## src/rtl/uart_tx_tick.sv

```systemverilog
// Tick-paced serial transmitter: accepts a word over valid/ready and shifts it out
// LSB-first as start, data, optional parity and stop bits, one bit per baud tick.
module uart_tx_tick #(
    parameter int DATA_BITS = 8,
    parameter int PARITY    = 0,
    parameter int STOP_BITS = 1
) (
    input  logic                 clk,
    input  logic                 rst,
    input  logic                 tick,
    input  logic [DATA_BITS-1:0] in_data,
    input  logic                 in_valid,
    output logic                 in_ready,
    output logic                 tx,
    output logic                 busy,
    output logic                 done,
    output logic [2:0]           dbg_state
);

    generate
        if (DATA_BITS < 5 || DATA_BITS > 9) begin : g_bad_data_bits
            $error("uart_tx_tick: DATA_BITS must be 5..9");
        end
        if (PARITY < 0 || PARITY > 2) begin : g_bad_parity
            $error("uart_tx_tick: PARITY must be 0, 1 or 2");
        end
        if (STOP_BITS < 1 || STOP_BITS > 2) begin : g_bad_stop_bits
            $error("uart_tx_tick: STOP_BITS must be 1 or 2");
        end
    endgenerate

    localparam int            CW        = $clog2(DATA_BITS);
    localparam logic [CW-1:0] LAST_BIT  = CW'(DATA_BITS - 1);
    localparam logic          LAST_STOP = 1'(STOP_BITS - 1);

    // IDLE is encoded as 0 so dbg_state reads 0 whenever the line is free.
    typedef enum logic [2:0] {
        S_IDLE  = 3'd0,
        S_ARM   = 3'd1,
        S_START = 3'd2,
        S_DATA  = 3'd3,
        S_PAR   = 3'd4,
        S_STOP  = 3'd5
    } state_t;

    state_t               state_q, state_d;
    logic [DATA_BITS-1:0] shift_q, shift_d;
    logic [CW-1:0]        bit_cnt_q, bit_cnt_d;
    logic                 stop_cnt_q, stop_cnt_d;
    logic                 par_q, par_d;
    logic                 tx_q, tx_d;
    logic                 ready_q, ready_d;
    logic                 busy_q, busy_d;
    logic                 done_q, done_d;
    logic                 cap_par;

    // Parity bit is fixed at capture time from the whole word.
    assign cap_par = (PARITY == 2) ? ~^in_data : ^in_data;

    always_ff @(posedge clk) begin
        if (rst) begin
            state_q    <= S_IDLE;
            shift_q    <= '0;
            bit_cnt_q  <= '0;
            stop_cnt_q <= 1'b0;
            par_q      <= 1'b0;
            tx_q       <= 1'b1;
            ready_q    <= 1'b1;
            busy_q     <= 1'b0;
            done_q     <= 1'b0;
        end else begin
            state_q    <= state_d;
            shift_q    <= shift_d;
            bit_cnt_q  <= bit_cnt_d;
            stop_cnt_q <= stop_cnt_d;
            par_q      <= par_d;
            tx_q       <= tx_d;
            ready_q    <= ready_d;
            busy_q     <= busy_d;
            done_q     <= done_d;
        end
    end

    // Handshake: a word moves when in_valid and in_ready are both high at a rising
    // edge; in_ready is high only in IDLE, and in_data/in_valid are ignored otherwise.
    always_comb begin
        state_d    = state_q;
        shift_d    = shift_q;
        bit_cnt_d  = bit_cnt_q;
        stop_cnt_d = stop_cnt_q;
        par_d      = par_q;
        tx_d       = tx_q;
        ready_d    = ready_q;
        busy_d     = busy_q;
        done_d     = 1'b0;
        case (state_q)
            S_IDLE: begin
                if (in_valid && ready_q) begin
                    state_d    = S_ARM;
                    shift_d    = in_data;
                    par_d      = cap_par;
                    bit_cnt_d  = '0;
                    stop_cnt_d = 1'b0;
                    ready_d    = 1'b0;
                    busy_d     = 1'b1;
                end
            end
            S_ARM: begin
                if (tick) begin
                    state_d = S_START;
                    tx_d    = 1'b0;
                end
            end
            S_START: begin
                if (tick) begin
                    state_d   = S_DATA;
                    tx_d      = shift_q[0];
                    bit_cnt_d = '0;
                end
            end
            S_DATA: begin
                if (tick) begin
                    if (bit_cnt_q == LAST_BIT) begin
                        if (PARITY != 0) begin
                            state_d = S_PAR;
                            tx_d    = par_q;
                        end else begin
                            state_d    = S_STOP;
                            tx_d       = 1'b1;
                            stop_cnt_d = 1'b0;
                        end
                    end else begin
                        shift_d   = shift_q >> 1;
                        tx_d      = shift_q[1];
                        bit_cnt_d = bit_cnt_q + CW'(1);
                    end
                end
            end
            S_PAR: begin
                if (tick) begin
                    state_d    = S_STOP;
                    tx_d       = 1'b1;
                    stop_cnt_d = 1'b0;
                end
            end
            S_STOP: begin
                if (tick) begin
                    if (stop_cnt_q == LAST_STOP) begin
                        state_d = S_IDLE;
                        done_d  = 1'b1;
                        busy_d  = 1'b0;
                        ready_d = 1'b1;
                    end else begin
                        stop_cnt_d = stop_cnt_q + 1'b1;
                    end
                end
            end
            default: begin
                state_d = S_IDLE;
                tx_d    = 1'b1;
                ready_d = 1'b1;
                busy_d  = 1'b0;
            end
        endcase
    end

    assign in_ready  = ready_q;
    assign tx        = tx_q;
    assign busy      = busy_q;
    assign done      = done_q;
    assign dbg_state = state_q;

endmodule

```

## config.mk

```make
export PLATFORM = sky130hd
export DESIGN_NAME = uart_tx_tick
export DESIGN_NICKNAME = d
export VERILOG_FILES = /design/src/rtl/uart_tx_tick.sv
export SDC_FILE = /design/constraint.sdc
export NUM_CORES = 1
export LEC_CHECK = 0
export ABC_CLOCK_PERIOD_IN_PS = 3880
export CORE_MARGIN = 2
export CORE_UTILIZATION = 45
export CTS_BUF_LIST = sky130_fd_sc_hd__clkbuf_4 sky130_fd_sc_hd__clkbuf_8
export DETAILED_ROUTE_END_ITERATION = 12
export HOLD_SLACK_MARGIN = 0.08
export PLACE_DENSITY_LB_ADDON = 0.1
export SYNTH_ARGS = -nofsm -noshare
export SYNTH_HDL_FRONTEND = slang
export SYNTH_SLANG_ARGS = --single-unit
```

## constraint.sdc

```tcl
create_clock -name clk -period 3.88 [get_ports clk]
set_input_delay 0.776 -clock clk [delete_from_list [all_inputs] [get_ports clk]]
set_output_delay 0.776 -clock clk [all_outputs]
set_load 0.1 [all_outputs]
```

# [Word level (Yosys, flattened, before mapping)]
# Index checks and enable logic that the tools add are counted.
[classes] n_eq_ne=15 addsub=2 mux=38 n_bitwise=4 reduce_logical=14
[ops] op="2-to-1 mux 3 bit" n=12
[ops] op="2-to-1 mux 8 bit" n=3
[ops] op="!= test 2 bit (second input constant)" n=9
[ops] op="one-hot mux 3 bit (6 select lines)" n=1
[ops] op="2-to-1 mux 1 bit" n=16
[ops] op="one-hot mux 8 bit (2 select lines)" n=1
[ops] op="AND reduction 5 bit" n=2
[ops] op="== test 3 bit (second input constant)" n=3
[ops] op="one-hot mux 3 bit (3 select lines)" n=1
[ops] op="AND reduction 4 bit" n=2
[ops] op="AND reduction 8 bit" n=1
[ops] op="== test 3 x 2 -> 1 bit (second input constant)" n=2
[ops] op="one-hot mux 1 bit (3 select lines)" n=2
[ops] op="AND reduction 6 bit" n=1
[ops] op="one-hot mux 1 bit (5 select lines)" n=1
[ops] op="NOT 1 bit" n=4
[ops] op="one-hot mux 1 bit (4 select lines)" n=1
[ops] op="nonzero test 4 bit" n=1
[ops] op="OR reduction 4 bit" n=1
[ops] op="adder 3 x 1 -> 3 bit (second input constant)" n=1
[ops] op="== test 3 x 1 -> 1 bit (second input constant)" n=1
[ops] op="logical NOT 3 bit" n=1
[ops] op="nonzero test 3 bit" n=1
[ops] op="OR reduction 3 bit" n=1
[ops] op="4 further kinds" n=4
[totals] word_cells=81 register_bits=19 out_inout_bits=7

# [Longest topological paths before layout]
[logic_depth] ltp_word=4 ltp_mapped=7 mapped_depth_nobuf=6

# [Worst setup path before layout]
# OpenSTA, ideal clock, no wires.
[synth_path] path_kind="reg2reg" from="register state_q[2] (netlist: dbg_state[2])" to="register shift_q[2]" setup_time_ps=132 synth_period_minus_slack_ps=2143 arrival_time_ps=2012 stages_incl_launch_ff=6 path_slack_ps=1737 cell_sequence="dfxtp_1 > buf_2 > nand3b_2 > mux2_2 > a21oi_1 > nor3_1"
[synth_between] elab_chain_len=3 elab_cells_between_ends=8 classes_between="eq/ne: 4; mux: 1; reduce/logical: 3"
[synth_rtl] element="start: declaration" line="46" rtl="state_t state_q, state_d;"
[synth_rtl] element="start signal: assignment" line="72" rtl="state_q <= state_d;"
[synth_rtl] element="== test 3 x 2 -> 1 bit or logical NOT 3 bit (tied branches)" line="96" rtl="case (state_q)"
[synth_rtl] element="!= test 2 bit (no line) or nonzero test 2 bit (tied branches)"
[synth_rtl] element="AND reduction 4 bit (no line)"
[synth_rtl] element="end signal: assignment" line="73" rtl="shift_q <= shift_d;"
[synth_rtl] element="end: declaration" line="47" rtl="logic [DATA_BITS-1:0] shift_q, shift_d;"
# Parallel ways exist; a longest one is shown, timed or not.
# A chain may end at the register's enable or synchronous reset.

# [Final worst setup path]
[layout_path] from="register state_q[1] (netlist: dbg_state[1])" to="output dbg_state[1]"
[layout_rtl] element="end: declaration" line="17" rtl="output logic [2:0] dbg_state"
# No word-level cell between the ends.

==> results.py <==
metrics = {
    "clocking": {
        "postCtsSetupBuffers": 0,
        "ctsResizeCount": 0,
        "hold_buffers": 0,
        "clk_pin_slew_ns": 0.10,
        "cts_tree": "yes",
        "cts-htree-levels": 1,
        "cts_sinks": 18,
        "clk_path_buf_depth": 2,
        "clkLatencyLatePin_ns": 0.30,
        "cts-buffers-inserted": 3,
        "root_buffer": "clkbuf_4",
    },
    "drt": {
        "drtAntennaViolNets": 0,
        "drc": 0,
        "vias_per_cell": 5.486,
        "num_vias": 801,
        "drt-total-wl_microns": 1916,
        "avgRoutedWirePerCell_microns": 13.12,
        "drt-initial-drc-count": 6,
        "drt_first_pass_iters": 4,
    },
    "yosys": {
        "synth-edff-count": 0,
        "ys_seq_area_share_pct": 39.56,
        "synth_area_leaders": "dfxtp_1 40%, mux2_2 8.7%, nor3_1 8.2%, a21oi_1 7.7%, nor2_1 3.3%",
        "synth_top_area_share_pct": 39.56,
        "syn_area_per_cell_sq_um": 8.675,
        "synth_cells": 105,
        "syn_nets": 119,
        "synth_warnings": 0,
        "ys_types": 32,
        "yosysTopAreaCell": "dfxtp_1",
        "synth-main-ff-cell": "dfxtp_1",
        "ys_ff_latch": 18,
        "async_flop_share_pct": 0,
        "syn_area_sq_um": 910.9,
    },
    "grt": {
        "grt-ovfl-total": 0,
        "grt_pass1_wl_microns": 3415,
        "grt_pass1_vias": 769,
        "antenna_found_initial": 0,
        "grtUsageTotal_pct": 17.84,
        "grt_max_degree": 19,
    },
    "critical_path": {
        "r2r_setup_slack_ns": 2.09,
        "crit_type": "flop to primary output",
        "path_cells": "clkdlybuf4s50_1",
        "worstPathRequired_ns": 3.10,
        "worstSetupEndpointType": "primary output",
        "critPathArrivalTime_ns": 2.11,
        "cp_max_fo": 14,
        "cp_slowest_cell": "clkdlybuf4s50_1",
        "path_delay_family": "buffers and inverters",
        "critPathBufInv": 1,
        "cp-start-kind": "flop",
        "cp_slowest_stage_delay_ns": 1.22,
    },
    "final_layout": {
        "post-route-util_pct": 57.67,
        "drive_above_1_share_pct": 10.92,
        "final_cell_count_no_fill": 146,
        "final_nets": 134,
        "syn2layout_area_growth_pct": 22.94,
        "n_antenna_cell": 0,
    },
    "job": {
        "cap_violations": 0,
    },
    "worst_hold_path": {
        "hp-class": "flop to flop",
    },
    "floorplan": {
        "die_w_microns": 48.99,
        "fp-row-count": 16,
        "start_util_pct": 46.91,
        "dieHeight_microns": 48.99,
        "io-pin-count": 19,
        "die-area_sq_um": 2400,
        "core_region_area_sq_um": 1942,
    },
    "timing": {
        "slew_headroom_pct": 35.26,
        "setup_viol": 0,
        "finClkSkew_ns": 0.003468,
        "post-route-period-util_pct": 74.47,
        "hold_viol": 0,
        "fmax_ghz": 0.3461,
        "worst_slew_pin_slew_ns": 0.9681,
        "fin_crit_ns": 2.890,
        "drv_slew": 0,
        "rsz0062_at_grt": "false",
        "setup_tns_ns": 0,
    },
    "pwr": {
        "peakVddDrop_v": 0.0002769,
        "leakage_nw": 0.4030,
        "p_per_area_nw_per_um2": 408.7,
    },
    "placed_design": {
        "dp_cells": 142,
        "place_hpwl_microns": 1295,
        "place_congestion": 0.7980,
        "portBuffers": 18,
    },
    "status": {
        "status": "completed",
    },
}
[area by class of cell]
type | count | area (sq um)
tap | 27 | 33.78
sequential | 18 | 360.3
clock buffer | 4 | 36.28
inverter | 1 | 3.754
multi-input combinational | 78 | 505.5
fill | 177 | 822.0
timing repair buffer | 18 | 180.2
[layer usage]
layer | vias up | GRT usage (%) | share of wire, %
met5 | - | 0 | 0
met4 | 0 | 5.714 | 1.2
met3 | 4 | 3.374 | 3.5
met2 | 13 | 29.00 | 47
met1 | 371 | 23.85 | 48
li1 | 413 | - | -
[synthesized netlist by cell type, drive strengths merged, types with 2 or more instances]
cell type / instances
and3: 2
nor3b: 2
o21ai: 3
nand3: 4
ha: 2
clkbuf: 3
a21oi: 14
a211oi: 2
a32oi: 2
buf: 5
mux2: 7
dfxtp: 18
nor3: 15
nor2: 8
or3b: 2
nor2b: 2
nand2: 2
[power breakdown]
group / switching, W / internal [W] / leakage, nW
sequential: 0.0000159 / 0.000200 / 0.147
clock: 0.0000604 / 0.0000572 / 0.0210
combinational: 0.0000772 / 0.0000465 / 0.235
total: 0.000153 / 0.000304 / 0.403
[cell families (layout without fill, tap and decap cells)]
family	count (synthesis)	in the layout	share of synthesized area, %
simple gates	41	41	25.00
xor+xnor	1	1	0.9617
buf+inv	9	23	4.944
mux	8	8	9.753
compound gates	26	26	17.03
flops	18	18	39.56
fa+ha+maj	2	2	2.747
[cells in the final DEF (no fill, tap or decap), drive strengths merged, types with 3 or more instances in the layout]
cell           synthesis  layout
nor2                   8       8
nor3                  15      15
mux2                   7       7
dfxtp                 18      18
clkdlybuf4s50          0      18
nand3                  4       4
a21oi                 14      14
o21ai                  3       3
clkbuf                 3       4
[worst reg2reg max path, cell delays in order, from the launching register on]
cell and delay [ns]:
dfxtp_1 0.34, ha_1 0.21, ha_1 0.23, a21boi_1 0.24, a32oi_1 0.16, or3b_1 0.41
a21oi_1 0.14
[worst paths after layout]
kind                start            to  depth (start not counted)
max          dbg_state[1]  dbg_state[1]                          1
min          bit_cnt_q[1]  bit_cnt_q[1]                          2
max reg2reg  bit_cnt_q[0]  bit_cnt_q[2]                          6
min reg2reg  bit_cnt_q[1]  bit_cnt_q[1]                          2
[through the flow]
step | hold WS [ns] | power, W | area [sq um] | worst slack, ns
floorplan | 0.4356 | 0.0003146 | 910.9 | 1.737
global placement | 0.4431 | 0.0003428 | 1084 | 1.335
detailed placement | 0.4558 | 0.0003442 | 1084 | 1.326
CTS | 0.4718 | 0.0004611 | 1120 | 0.9762
global route | 0.5104 | 0.0004795 | 1120 | 0.9114
finish | 0.4664 | 0.0004576 | 1120 | 0.9904
[sequential cells by signal, indices dropped and copies added (netlist names)]
register   cells
done           1
bit_cnt_q      3
shift_q        8
in_ready       1
dbg_state      3
busy           1
tx             1
Note: power is estimated with default switching activity, not from simulation.
